[config.mk]
export PLATFORM = sky130hd
export DESIGN_NAME = adc_frame_packer
export DESIGN_NICKNAME = d
export VERILOG_FILES = /design/src/rtl/adc_tx_pkg.sv /design/src/rtl/frame_byte_sel.sv /design/src/rtl/adc_frame_packer.sv
export SDC_FILE = /design/constraint.sdc
export NUM_CORES = 1
export LEC_CHECK = 0
export BUFFER_PORTS_ARGS = -buffer_cell sky130_fd_sc_hd__clkbuf_2
export CAP_MARGIN = 10
export CORE_MARGIN = 2
export CORE_UTILIZATION = 45
export CTS_CLUSTER_SIZE = 40
export DETAILED_ROUTE_END_ITERATION = 6
export PLACE_DENSITY = 0.78
export REMOVE_ABC_BUFFERS = 1
export SYNTH_ARGS = -nofsm -noshare
export SYNTH_HDL_FRONTEND = slang
export SYNTH_SLANG_ARGS = --single-unit
[constraint.sdc]
create_clock -name clk_i -period 1.5 [get_ports clk_i]
set_input_delay 0.075 -clock clk_i [delete_from_list [all_inputs] [get_ports clk_i]]
set_output_delay 0.075 -clock clk_i [all_outputs]
set_load 0.05 [all_outputs]
[src/rtl/adc_tx_pkg.sv]
// Shared definitions for the ADC-to-UART frame path.
//   HEADER_DEFAULT   : first byte of every frame
//   FRAME_LEN_*      : frame length without / with the XOR checksum byte
//   state_t          : frame packer FSM encoding
//   last_index()     : byte index of the final frame byte for a given checksum setting
package adc_tx_pkg;

    localparam logic [7:0] HEADER_DEFAULT  = 8'hA5;
    localparam int         FRAME_LEN_NOCHK = 5;
    localparam int         FRAME_LEN_CHK   = 6;

    typedef enum logic [1:0] {
        ST_IDLE  = 2'd0,
        ST_START = 2'd1,
        ST_WAIT  = 2'd2
    } state_t;

    function automatic logic [2:0] last_index(input bit chk_en);
        return chk_en ? 3'(FRAME_LEN_CHK - 1) : 3'(FRAME_LEN_NOCHK - 1);
    endfunction

endpackage

[src/rtl/frame_byte_sel.sv]
// Combinational frame byte selector.
//   idx  : byte index within the frame (0 = header)
//   ch0  : latched channel 0 sample
//   ch1  : latched channel 1 sample
//   data : frame byte for idx (checksum at index 5, zero beyond)
module frame_byte_sel
    import adc_tx_pkg::*;
#(
    parameter logic [7:0] Header = HEADER_DEFAULT
) (
    input  logic [2:0]  idx,
    input  logic [11:0] ch0,
    input  logic [11:0] ch1,
    output logic [7:0]  data
);

    // Header is deliberately left out of the checksum.
    logic [7:0] chk;
    assign chk = {4'b0, ch0[11:8]} ^ ch0[7:0] ^ {4'b0, ch1[11:8]} ^ ch1[7:0];

    always_comb begin
        data = 8'h00;
        case (idx)
            3'd0:    data = Header;
            3'd1:    data = {4'b0, ch0[11:8]};
            3'd2:    data = ch0[7:0];
            3'd3:    data = {4'b0, ch1[11:8]};
            3'd4:    data = ch1[7:0];
            3'd5:    data = chk;
            default: data = 8'h00;
        endcase
    end

endmodule

[src/rtl/adc_frame_packer.sv]
// Packs the two latched 12-bit ADC channel results into a byte frame and
// feeds it to the byte transmitter with a start / end-of-transmission handshake.
//   clk_i      : system clock
//   rst_i      : synchronous active-high reset
//   eos_i      : sample-valid strobe for doutch0_i / doutch1_i
//   doutch0_i  : channel 0 sample
//   doutch1_i  : channel 1 sample
//   eot_i      : transmitter finished the current byte
//   st_o       : one-cycle start strobe to transmitter
//   data_o     : byte to transmit, held until the next st_o
//   busy_o     : frame in flight
//   eof_o      : one-cycle strobe after the last byte completes
//   ovf_o      : sticky, a sample arrived while busy
//
// state | meaning
// IDLE  | waiting for eos_i; data_o keeps the last byte sent
// START | st_o is high this cycle, data_o holds byte[idx]
// WAIT  | waiting for eot_i on byte[idx]
module adc_frame_packer
    import adc_tx_pkg::*;
#(
    parameter logic [7:0] Header = HEADER_DEFAULT,
    parameter bit         ChkEn  = 1'b1
) (
    input  logic        clk_i,
    input  logic        rst_i,
    input  logic        eos_i,
    input  logic [11:0] doutch0_i,
    input  logic [11:0] doutch1_i,
    input  logic        eot_i,
    output logic        st_o,
    output logic [7:0]  data_o,
    output logic        busy_o,
    output logic        eof_o,
    output logic        ovf_o
);

    localparam logic [2:0] LAST_IDX = last_index(ChkEn);

    state_t      state;
    logic [2:0]  idx;
    logic [11:0] ch0_q;
    logic [11:0] ch1_q;
    logic [2:0]  sel_idx;
    logic [7:0]  sel_data;

    // Look up the byte that will be launched on the next st_o: the header when
    // leaving IDLE, otherwise the byte after the one currently in flight.
    assign sel_idx = (state == ST_WAIT) ? idx + 3'd1 : 3'd0;

    frame_byte_sel #(
        .Header (Header)
    ) u_byte_sel (
        .idx  (sel_idx),
        .ch0  (ch0_q),
        .ch1  (ch1_q),
        .data (sel_data)
    );

    always_ff @(posedge clk_i) begin
        if (rst_i) begin
            state  <= ST_IDLE;
            idx    <= 3'd0;
            ch0_q  <= 12'h000;
            ch1_q  <= 12'h000;
            st_o   <= 1'b0;
            data_o <= 8'h00;
            eof_o  <= 1'b0;
            ovf_o  <= 1'b0;
        end else begin
            st_o  <= 1'b0;
            eof_o <= 1'b0;
            case (state)
                ST_IDLE: begin
                    if (eos_i) begin
                        ch0_q  <= doutch0_i;
                        ch1_q  <= doutch1_i;
                        idx    <= 3'd0;
                        st_o   <= 1'b1;
                        data_o <= sel_data;
                        state  <= ST_START;
                    end
                end
                ST_START: begin
                    state <= ST_WAIT;
                end
                ST_WAIT: begin
                    if (eot_i) begin
                        if (idx == LAST_IDX) begin
                            eof_o <= 1'b1;
                            state <= ST_IDLE;
                        end else begin
                            idx    <= idx + 3'd1;
                            st_o   <= 1'b1;
                            data_o <= sel_data;
                            state  <= ST_START;
                        end
                    end
                end
                default: state <= ST_IDLE;
            endcase
            // A sample arriving mid-frame is dropped; only the flag records it.
            if (eos_i && (state != ST_IDLE))
                ovf_o <= 1'b1;
        end
    end

    assign busy_o = (state != ST_IDLE);

endmodule
==> results.txt, run 1 <==
- Result of the run: finished with violations
* Failing checks: negative setup slack
* Largest driver fanout on the critical path: 4
- CTS placed an instance of clkbuf_8 at the clock tree root.
- Clock sink count: 40
- Averaged over all synthesized cells, the footprint is 7.87 um2.
* Wire length on met1: 2180 um
- Skew final: 0.00901 ns
* Number of inserted filler cells in the final layout: 329
- WS Path Type: reg2reg
- DRC violation total after the first TritonRoute iteration: 115
- IO buf count: 39
- Area of the die: 4800 um2
* Critical path startpoint category: register
* Core region area: 4060 um2
- Global routing used between 20 and 25% of the available tracks across all layers.
* Pin slew with the least headroom to its limit: roughly 0.30 ns
- On the worst path, the slowest cell contributes a delay of 0.38 ns.
- In this run, the clock network consumes between 30 and 40% of the power.
- Data on the critical path is required at its endpoint by approximately 1.7 ns.
* Synthesized-area fraction occupied by ao, oa, aoi and oai cells: 18.6%
- Met2 wire len: ~2600 um
- With fillers left out, the area of the finished cells amounts to 2690 um2.
* Number of standard-cell rows in the floorplan: 23
- The clock reaches the later pin of the worst-skew pair after roughly 0.29 ns.
* Unrepaired setup endpoints after global routing: true
- Cells after synthesis: 244
* Drt pass-1 iters: 4
- Fraction of registers with async set/reset: 0%
- Total of flip-flops plus latches after synthesis: 40
* Final weighted congestion in routability-driven placement: roughly 0.90
- During I/O placement, the number of pins put on the boundary was 40.
- TritonCTS built the clock tree.
- Sequential elements use 41.7% of the synthesized area.
- DPL Wire Length: 3140 um
- In this run the deepest clock path goes through 2 buffers.
- Minimum clock period: approximately 1.6 ns
* Post-synthesis instance area: approximately 1900 um2
* Power dissipated by switching net loads: 0.705 mW
- Count of max-cap constraint violations: 0
- After layout, the design draws a total of 2.46 mW.
- Sequential cells burn 48.0% of the power.
* CTS Buf Count: 5
- Dividing total power by cell area gives a power density of 914 nW/um2.
- Static timing analysis puts the maximum clock frequency at around 600 MHz.
* Post-synthesis share of cell area spent on and, or, nand and nor gates: 22.8%
- In this run, synthesis inferred 0 flip-flops with an integrated enable.
- Number of antenna-violating nets in the routed design: 0
- Sort of element at the end of the critical path: register
- Initial antenna violation count: 0
* Maximum number of pins on one net before global-route repair: 25
* Signal arrival time at the worst endpoint: 1.82 ns
* Setup slack of the critical path after layout: -0.120 ns
- Net switching is 28.7% of the power.
- In this run the horizontal extent of the chip is 69.3 um.
- In this run the number of H-tree levels came out at 2.
- Worst slack, placed: -0.185 ns
- Headroom to the max-slew limit came out at 80.0%.
- From synthesis to final layout, the design area changed by 40.2%.
- Top layer in use: met4
* Ordered cell list for the critical path: ha_4, xnor2_4, buf_6, nand2_1, o21ai_1, nand3_1, a311oi_2
- Cell internal power was estimated by the tool at 1.75 mW.
- The first global-routing pass estimated 8120 um of wire.
* Chip height: 69.3 um
- Yosys printed 0 warnings.
- The most used flip-flop cell after synthesis is dfxtp_1.
- The via count of the first global-routing pass is around 1900.
* Proportion of power drawn by combinational gates: 20.7%
* DRC violations left: 0
- Via-per-instance ratio: 5.38
* Total via count after detailed routing: just under 2000
- After detailed routing, the met3 layer carries 311 um of wire.
* Adder-cell share of the synthesized area: 1.30%
* Worst path slowest cell: dfxtp_4
* Worst-path clk slew: around 0.080 ns
* Worst hold stages: 3
* Synth unique cells: 41
- After detailed routing, the average wire length per cell comes to 14.3 um.
* Static leakage power: 1.10 nW
- Number of diodes added for antenna fixing: 0
- For the worst flop-to-flop path, the logic depth is 7.
* Effective utilization at floorplan: 47.3%
- Final period utilization: 108%
- Cells with a size suffix above 1 make up 33.1% of the layout.
- Mux share of post-synthesis cell area: under 10%
* Total length of routed wires: 5170 um
* Placed instance area: 2270 um2
* Fin. Hold Viols: 0
- After Yosys synthesis, XOR and XNOR cells account for 6.32% of the synthesized area.
- Max IR drop VDD: 702 uV
* Final Max Slew Viols: 0
- Layout net count: ~340
- Gr ovfl total: 0
* Number of setup violations in the final report: 9
- After synthesis, the largest family of logic cells by area is simple AND/OR/NAND/NOR gates.
- The min-delay analysis places its worst path in the category in2reg.
## routing by layer
metal  global-route usage (%)  up-vias
li1                         -      960
met1                     24.9      892
met2                     34.7       80
met3                     5.96       11
met4                     6.54        0
met5                        0        -
## state kept, by name (all words and copies together) (netlist names)
register and flops:
st_o 1, ch0_q 12, eof_o 1, state 2, idx 3, ovf_o 1
data_o 8, ch1_q 12
## layout by cell type, fill, tap and decap left out, types with 3 or more instances in the layout
cell type / netlist / final
clkbuf_2: 0 / 39
nor2_1: 21 / 19
dlygate4sd3_1: 0 / 7
inv_1: 4 / 3
xnor2_1: 10 / 9
o21ai_0: 8 / 6
nand3_1: 4 / 4
dfxtp_1: 40 / 36
buf_6: 1 / 5
clkbuf_8: 0 / 7
o22ai_1: 6 / 5
nand2_1: 63 / 62
buf_4: 2 / 22
a21oi_1: 30 / 29
mux2i_1: 7 / 7
a31oi_1: 5 / 3
## final timing paths
kind           startpoint   endpoint  slack (ns)
max                idx[0]  data_o[0]       -0.12
min          doutch0_i[7]   ch0_q[7]     0.00006
max reg2reg        idx[0]  data_o[0]       -0.12
min reg2reg      ch1_q[3]   ch1_q[3]        0.47
## layout make-up
type                    instances  area (um2)  area share [%]
inverters                       4        17.5           0.651
flip-flops and latches         40         811            30.1
repair buffers                 75         539            20.0
clock buffers                   7        96.3            3.58
multi-input cells             185        1160            43.3
well taps                      50        62.6            2.32
## synth_stat cells, types with 4 or more instances
cell	count	area (um2)
o22ai_1	6	37.5
nand3_1	4	20.0
clkbuf_1	5	18.8
a21oi_1	30	150
o21ai_0	8	40.0
inv_1	4	15.0
a31oi_1	5	31.3
nor2_1	21	78.8
xnor2_1	10	87.6
mux2i_1	7	70.1
buf_2	5	25.0
nand2_1	63	236
dfxtp_1	40	801
## stage by stage
stage               instances  hold slack (ns)  util [%]  setup TNS (ns)
CTS                       360         0.000298      63.3          -0.193
detailed placement        341            0.304      55.9           -1.08
floorplan                 229            0.143         -           -3.89
finish                    361        0.0000593      66.3          -0.412
global placement          341            0.299      55.9          -0.468
global route              361          0.00708      66.3          -0.949
## power groups by stage
| stage | sequential [mW] | clock [mW] | combinational, mW |
|---|---|---|---|
| 6_report | 1.18 | 0.769 | 0.509 |
| 5_1_grt | 1.19 | 0.829 | 0.559 |
| 4_1_cts | 1.18 | 0.770 | 0.479 |
| 3_5_place_dp | 1.20 | 0 | 0.444 |
| 3_3_place_gp | 1.20 | 0 | 0.435 |
| 2_1_floorplan | 1.25 | 0 | 0.223 |
## repair_timing
| item | CTS | global route |
|---|---|---|
| resized for setup | 16 | 27 |
| setup buffers | 4 | 2 |
| endpoints found under the hold margin | 7 | 0 |
| endpoints found under the setup margin | 10 | 12 |
| gates cloned | 1 | 0 |
| pin swaps | 6 | 16 |
| hold buffers | 7 | 0 |
## critical path, delay by kind of cell (launching register included)
kind	cells	cell delay, ns
buffers and inverters	1	0.13
adder cells (fa/ha/maj)	1	0.21
XOR/XNOR	1	0.20
AO/OA/AOI/OAI	2	0.43
AND/OR/NAND/NOR	2	0.18
flip-flops	1	0.38
## kinds of logic after synthesis
family                   count (synthesis)
AO/OA/AOI/OAI                           60
XOR/XNOR                                13
adder cells (fa/ha/maj)                  2
buffers and inverters                   19
flip-flops                              40
multiplexers                             8
AND/OR/NAND/NOR                        102
No activity file was read; power rests on OpenSTA's default activity.
==> inputs of run 2 (changes only) <==
--- a/config.mk
+++ b/config.mk
@@ -12,6 +12,7 @@
 export CTS_CLUSTER_SIZE = 40
 export DETAILED_ROUTE_END_ITERATION = 6
 export PLACE_DENSITY = 0.78
+export RECOVER_POWER = 100
 export REMOVE_ABC_BUFFERS = 1
 export SYNTH_ARGS = -nofsm -noshare
 export SYNTH_HDL_FRONTEND = slang
==> constraint.sdc (replaced) <==
create_clock -name clk_i -period 1.5 [get_ports clk_i]
set_input_delay 0.15 -clock clk_i [delete_from_list [all_inputs] [get_ports clk_i]]
set_output_delay 0.15 -clock clk_i [all_outputs]
set_load 0.05 [all_outputs]
==> run 2 against run 1 <==
Against the previous run:
- the run still ends with negative setup slack left
- non-clock buffer count shrank 7
- via count shrank 3.3%
- sequential power is essentially flat
- count of clock-buffer cells in the layout is the same
- combinational power shrank 4%
- design area shrank 2.7%
- core utilization shrank 1.8 points
- global-route usage shrank 0.092 points
- sequential share of layout area grew 0.83 points
- final cell count shrank 1.9%
- first-iteration DRC count shrank 24%
==> results.txt, run 2 (synthesis results as in run 1) <==
- On the critical path the largest part of the delay comes from flip-flops.
- Clock sink count: 40 (unchanged)
- The starting DRC count in detailed routing is 87 (-24%).
* CTS Buf Count: 5 (unchanged)
- Worst-path clk slew: 0.08 ns (about the same)
- Maximum number of pins on one net before global-route repair: 25 (unchanged)
- Initial antenna violation count: 0 (unchanged)
- The via count of the first global-routing pass is 1857 (-1.3%).
- The number of vias after detailed routing was 1879 (-3.3%).
* Relative slew margins: 60.9% (-19 points)
* WP buf/inv: 2 (+1)
* Largest driver fanout on the critical path: 10 (+6)
- Clk Tree Root Cell: clkbuf_8
- The post-route non-filler standard cell count was 354 (-1.9%).
- The vias per cell is 5.31 (-1.4%).
- Worst path max stage delay: 0.40 ns (+0.02 ns)
- The final-layout fill cell count was 334 (+1.5%).
- Area of all placed cells without fillers: 2620 um2 (-2.7%)
- The count of final max-slew check failures is 0 (unchanged).
- DPL Wire Length: 3140 um (unchanged)
- The wire length per cell after detailed routing came to 14.0 um (-2.5%).
- The number of detailed-route iterations in the first pass is 5 (+1).
* Power Density: 928 nW/um2 (+1.5%)
- STA classifies the critical path endpoint as a register.
* Fraction of final layout cells sized beyond drive strength 1: 33.2% (+0.10 points)
* Overall power: 2.43 mW (-1.2%)
- Minimum clock period: 1.57 ns (-0.0551 ns)
- Number of setup violations in the final report: 7 (-2)
* Fin. Hold Viols: 0 (unchanged)
* Number of antenna-violating nets in the routed design: 0 (unchanged)
- The number of levels in the clock H-tree came to 2 (unchanged).
- The maximum root-to-sink buffer count is 2 (unchanged).
- The total of max-cap violations was 0 (unchanged).
* IO buf count: 39 (unchanged)
- Placed instance area: 2270 um2 (unchanged)
* Pin slew with the least headroom to its limit: 0.589 ns (+0.289 ns)
- Failing checks: negative setup slack
- GRT Resource Usage Total: 20.4% (-0.092 points)
* Signal arrival time at the worst endpoint: 1.72 ns (-0.10 ns)
- The number of cells after detailed placement came to 341 (unchanged).
* Class of the most critical hold timing path: in2reg
* Effective utilization at floorplan: 47.3% (unchanged)
* Skew final: 0.00884 ns (-0.000169 ns)
* Number of standard-cell rows in the floorplan: 23 (unchanged)
* Most frequent cells in the layout: nand2_1, clkbuf_2, dfxtp_1
* CTS tree: built
* WS Path Type: reg2reg
- Total length of routed wires: 4940 um (-4.4%)
- Core region area: 4060 um2 (unchanged)
- Registers with the most flip-flops: ch0_q (12), ch1_q (12), data_o (8)
- P&R area growth vs syn: 36.4%
- The routability congestion estimate came to 0.895 (unchanged).
* Post-cts hold buffer count: 0 (-7)
- Setup slack of the critical path after layout: -0.0650 ns (+0.0551 ns)
* Wire length of the first global-routing pass: 8090 um (-0.43%)
- The total congestion overflow after global routing was 0 (unchanged).
- Source-to-sink clock delay at the later pin of the worst-skew pair: 0.29 ns (about the same)
- Ordered cell list for the critical path: buf_12, buf_4, mux2_2, a31oi_2, a311oi_2
* Max IR drop VDD: 597 uV (-15%)
- Area of the die: 4800 um2 (unchanged)
* Unrepaired setup endpoints after global routing: true
* Critical Path RT: 1.66 ns (-0.04 ns)
- Result of the run: finished with violations
- Boundary Pins: 40 (unchanged)
- Most common cell after layout, fill and taps aside: nand2_1
* Static leakage power: 1.06 nW (-3.3%)
* Number of diodes added for antenna fixing: 0 (unchanged)
- The slowest stage of the critical path belongs to the cell dfxtp_4.
- The net count reported at finish is 334 (-2.1%).
- DRC violations left: 0 (unchanged)
* Critical path startpoint category: register
- The die extent in x was 69.3 um (unchanged).
- The maximum operating frequency is 639 MHz (+3.5%).
- Final period utilization: 104% (-3.7 points)
- Chip height: 69.3 um (unchanged)
run 2: changes by cell type in the layout (fill, tap and decap cells not counted), sizes merged:
| cell | before | now |
|---|---|---|
| dlygate4sd3 | 7 | 0 |
run 2: worst paths after layout:
check	slack, ns	to	from	depth (start not counted)
max	-0.07	data_o[0]	idx[0]	5
min	0.07	ch0_q[5]	doutch0_i[5]	3
min reg2reg	0.47	ch1_q[3]	ch1_q[3]	2
max reg2reg	-0.07	data_o[0]	idx[0]	5
run 2: report_power, final:
| part | switching (mW) | internal, mW |
|---|---|---|
| clock | 0.347 | 0.409 |
| combinational | 0.282 | 0.209 |
| sequential | 0.0581 | 1.12 |
run 2: cell type report:
type / instances / area (um2) / share of cell area [%]
Multi-Input combinational cell: 185 / 1160 / 44.5
Sequential cell: 40 / 811 / 31.0
Timing Repair Buffer: 68 / 467 / 17.8
Clock buffer: 7 / 96.3 / 3.68
Tap cell: 50 / 62.6 / 2.39
Inverter: 4 / 17.5 / 0.669
run 2: tightest hold or removal path, cell delays in order:
cell and delay (ns):
clkbuf_2 0.08, nand2_1 0.04, a21oi_1 0.05
run 2: routing by layer:
layer	vias to the layer above	wire length, um	global-route usage [%]
li1	949	-	-
met1	872	2160	25.0
met2	45	2460	34.3
met3	13	222	5.96
met4	0	89	6.54
met5	-	0	0
run 2: stage by stage:
step                setup WS (ns)  utilization, %  hold WS, ns  setup TNS [ns]
floorplan                  -0.455               -        0.218           -3.89
global placement           -0.124            55.9        0.374          -0.468
detailed placement         -0.185            55.9        0.379           -1.08
CTS                       -0.0621            61.5       0.0719          -0.193
global route               -0.129            64.5       0.0821          -0.761
finish                    -0.0650            64.5       0.0749          -0.282
run 2: what timing repair did:
action                                  in CTS  in global routing
pin swaps                                    6                 16
endpoints found under the setup margin      10                 12
gates cloned                                 1                  0
endpoints found under the hold margin        0                  0
setup buffers                                4                  2
resized for setup                           16                 27
==> inputs of run 3 (changes only) <==
--- a/config.mk
+++ b/config.mk
@@ -8,10 +8,10 @@
 export BUFFER_PORTS_ARGS = -buffer_cell sky130_fd_sc_hd__clkbuf_2
 export CAP_MARGIN = 10
 export CORE_MARGIN = 2
-export CORE_UTILIZATION = 45
+export CORE_UTILIZATION = 48
 export CTS_CLUSTER_SIZE = 40
 export DETAILED_ROUTE_END_ITERATION = 6
-export PLACE_DENSITY = 0.78
+export PLACE_DENSITY = 0.82
 export RECOVER_POWER = 100
 export REMOVE_ABC_BUFFERS = 1
 export SYNTH_ARGS = -nofsm -noshare
==> run 3 against run 2 <==
Against the previous run:
- first-iteration DRC count grew 59%
- die area is 5.9% lower
- the run still ends with negative setup slack left
- maximum frequency fell by 4.4%
==> results.txt, run 3 (synthesis results as in run 1) <==
- The number of top-level design ports was 40 (unchanged).
- The root buffer cell chosen for the clock tree is clkbuf_8.
- The most critical setup path has its endpoint at data_o[0].
- The actual transition at the worst max-transition pin was 0.596 ns (+0.00709 ns).
- WS Path Type: reg2reg
- Area of the die: 4520 um2 (-5.9%)
- Layout net count: 335 (+0.30%)
- The maximum root-to-sink buffer count came to 2 (unchanged).
- The slack of the critical path was -0.138 ns (-0.0725 ns).
* DRC violation total after the first TritonRoute iteration: 138 (+59%)
* Most common cell after layout, fill and taps aside: nand2_1
* Register-to-Register Setup Slack: -0.14 ns (-0.07 ns)
- Count of max-cap constraint violations: 0 (unchanged)
- The number of hold violations in the final report is 0 (unchanged).
* Reg-to-Reg Start: idx[0]
- IO buf count: 39 (unchanged)
- Maximum number of pins on one net before global-route repair: 25 (unchanged)
* Critical path startpoint category: register
* Final weighted congestion in routability-driven placement: 0.848 (-5.3%)
* Overall die width: 67.2 um (-3.0%)
- The clock slew seen by the registers of the worst setup and hold paths came to 0.07 ns (about the same).
- The number of vias after detailed routing came to 1876 (-0.16%).
- The data required time at the worst endpoint was 1.71 ns (+0.05 ns).
* R2r worst-path depth: 7 (+2)
- Power Density: 923 nW/um2 (-0.49%)
* Number of diodes added for antenna fixing: 0 (unchanged)
- Relative slew margins: 60.4% (-0.47 points)
- Registers with the most flip-flops: ch0_q (12), ch1_q (12), data_o (8)
- CTS tree: built
* Most heavily used metal layer in global routing: met2
* Effective utilization at floorplan: 51.3% (+4.0 points)
- Gr ovfl total: 0 (unchanged)
- The maximum fanout count along the critical path came to 5 (-5).
* Failing checks: negative setup slack
- Post-cts hold buffer count: 0 (unchanged)
- The maximum clock skew at final layout is 0.00515 ns (-0.00369 ns).
- Setup repair after global routing could not meet its margin everywhere.
- Static leakage power: 0.999 nW (-6.0%)
* DPL Wire Length: 3230 um (+3.0%)
* Result of the run: finished with violations
* Reg2reg end: data_o[0]
- GRT Resource Usage Total: 24.0% (+3.6 points)
- The overall die height was 67.2 um (-3.0%).
- Max IR drop VDD: 511 uV (-14%)
- Maximum operating frequency: 611 MHz (-4.4%)
- Core region area: 3740 um2 (-7.7%)
- Fraction of final layout cells sized beyond drive strength 1: 29.5% (-3.7 points)
- The final cell utilization of the core is 67.3% (+2.8 points).
- Source-to-sink clock delay at the later pin of the worst-skew pair: 0.30 ns (about the same)
- The number of levels in the clock H-tree is 2 (unchanged).
* Most frequent cells in the layout: nand2_1, dfxtp_1, a21oi_1, clkbuf_2, buf_4
* Class of the most critical hold timing path: in2reg
* Vias in the first global route: 1784 (-3.9%)
* Met2 Resource Use GR: 41.3% (+7.0 points)
- Placed instance area: 2260 um2 (-0.44%)
* Final TNS setup: -0.588 ns (-0.306 ns)
- The wire length per cell after detailed routing is 14.5 um (+3.8%).
- Minimum clock period: 1.64 ns (+0.0725 ns)
- Initial antenna violation count: 0 (unchanged)
- The remaining antenna violation count is 0 (unchanged).
- Wire length of the first global-routing pass: 8080 um (about the same)
- Final Max Slew Viols: 0 (unchanged)
- DRC violations left: 0 (unchanged)
* Clock sink count: 40 (unchanged)
- From synthesis to final layout, the design area changed by 31.4%.
- The total wire length came to 5110 um (+3.5%).
- The critical path starts at idx[0].
* Number of inserted filler cells in the final layout: 325 (-2.7%)
- CTS Buf Count: 5 (unchanged)
- Area of all placed cells without fillers: 2520 um2 (-3.7%)
* Drt pass-1 iters: 4 (-1)
- The startpoint identified for the worst hold timing path is doutch0_i[7].
* Sort of element at the end of the critical path: register
* Via-per-instance ratio: 5.31 (+0.12%)
- Global routing met1 resource utilization: 29.0% (+4.0 points)
- Signal arrival time at the worst endpoint: 1.84 ns (+0.12 ns)
- Final period utilization: 109% (+4.8 points)
- Number of standard-cell rows in the floorplan: 22 (-4.3%)
- The final number of setup-violating endpoints came to 10 (+3).
* Met3 Resource Use GR: 4.00% (-2.0 points)
[run 3: cell types whose count changed in the layout (fill, tap and decap cells not counted), sizes merged]
cell / change
bufbuf: -1
buf: +1
clkinv: +1
[run 3: where the power goes]
group | internal (mW) | leakage [nW] | total [mW] | switching [mW]
Combinational | 0.190 | 0.628 | 0.472 | 0.282
Clock | 0.316 | 0.0410 | 0.678 | 0.362
Sequential | 1.12 | 0.330 | 1.18 | 0.0547
[run 3: how the worst min path moves through the flow]
stage,to,cells past startpoint,slack (ns)
after global routing,ch1_q[8],3,0.08
final,ch0_q[7],3,0.06
after global placement,ch1_q[4],3,0.37
after floorplan,data_o[0],1,0.22
after detailed placement,ch0_q[6],3,0.38
after CTS,ch1_q[9],3,0.07
[run 3: through the flow]
step / worst slack (ns) / hold WS, ns / total power [mW] / std cells
after floorplan: -0.455 / 0.218 / 1.48 / 229
after global placement: -0.189 / 0.373 / 1.63 / 338
after detailed placement: -0.232 / 0.379 / 1.64 / 338
after CTS: -0.0707 / 0.0699 / 2.30 / 347
after global routing: -0.191 / 0.0756 / 2.44 / 353
final: -0.138 / 0.0637 / 2.33 / 353
[run 3: area by class of cell]
cell class              instances  area (um2)  share of cell area, %
clock buffers                   6        72.6                   2.88
clock inverters                 1        5.00                  0.199
inverters                       4        15.0                  0.596
multi-input cells             185        1140                   45.4
flip-flops and latches         40         810                   32.1
well taps                      48        60.1                   2.38
repair buffers                 69         414                   16.4
[run 3: routing by layer]
| layer | wire [um] | vias up |
|---|---|---|
| li1 | - | 947 |
| met5 | 0 | - |
| met1 | 2120 | 862 |
| met3 | 269 | 7 |
| met2 | 2670 | 60 |
| met4 | 51 | 0 |
[run 3: critical path, stage by stage (launching register included)]
cell	delay (ns)
dfxtp_4	0.39
ha_4	0.18
buf_6	0.12
xor2_4	0.22
nand2_2	0.08
nor4_2	0.18
a31oi_1	0.13
a311oi_2	0.24
[run 3: timing repair]
action                                  4_1_cts  5_1_grt
pin swaps                                     9        8
hold endpoints to repair                      0        0
gates resized for setup                      20       14
setup buffers                                 2        6
endpoints found under the setup margin       11       11
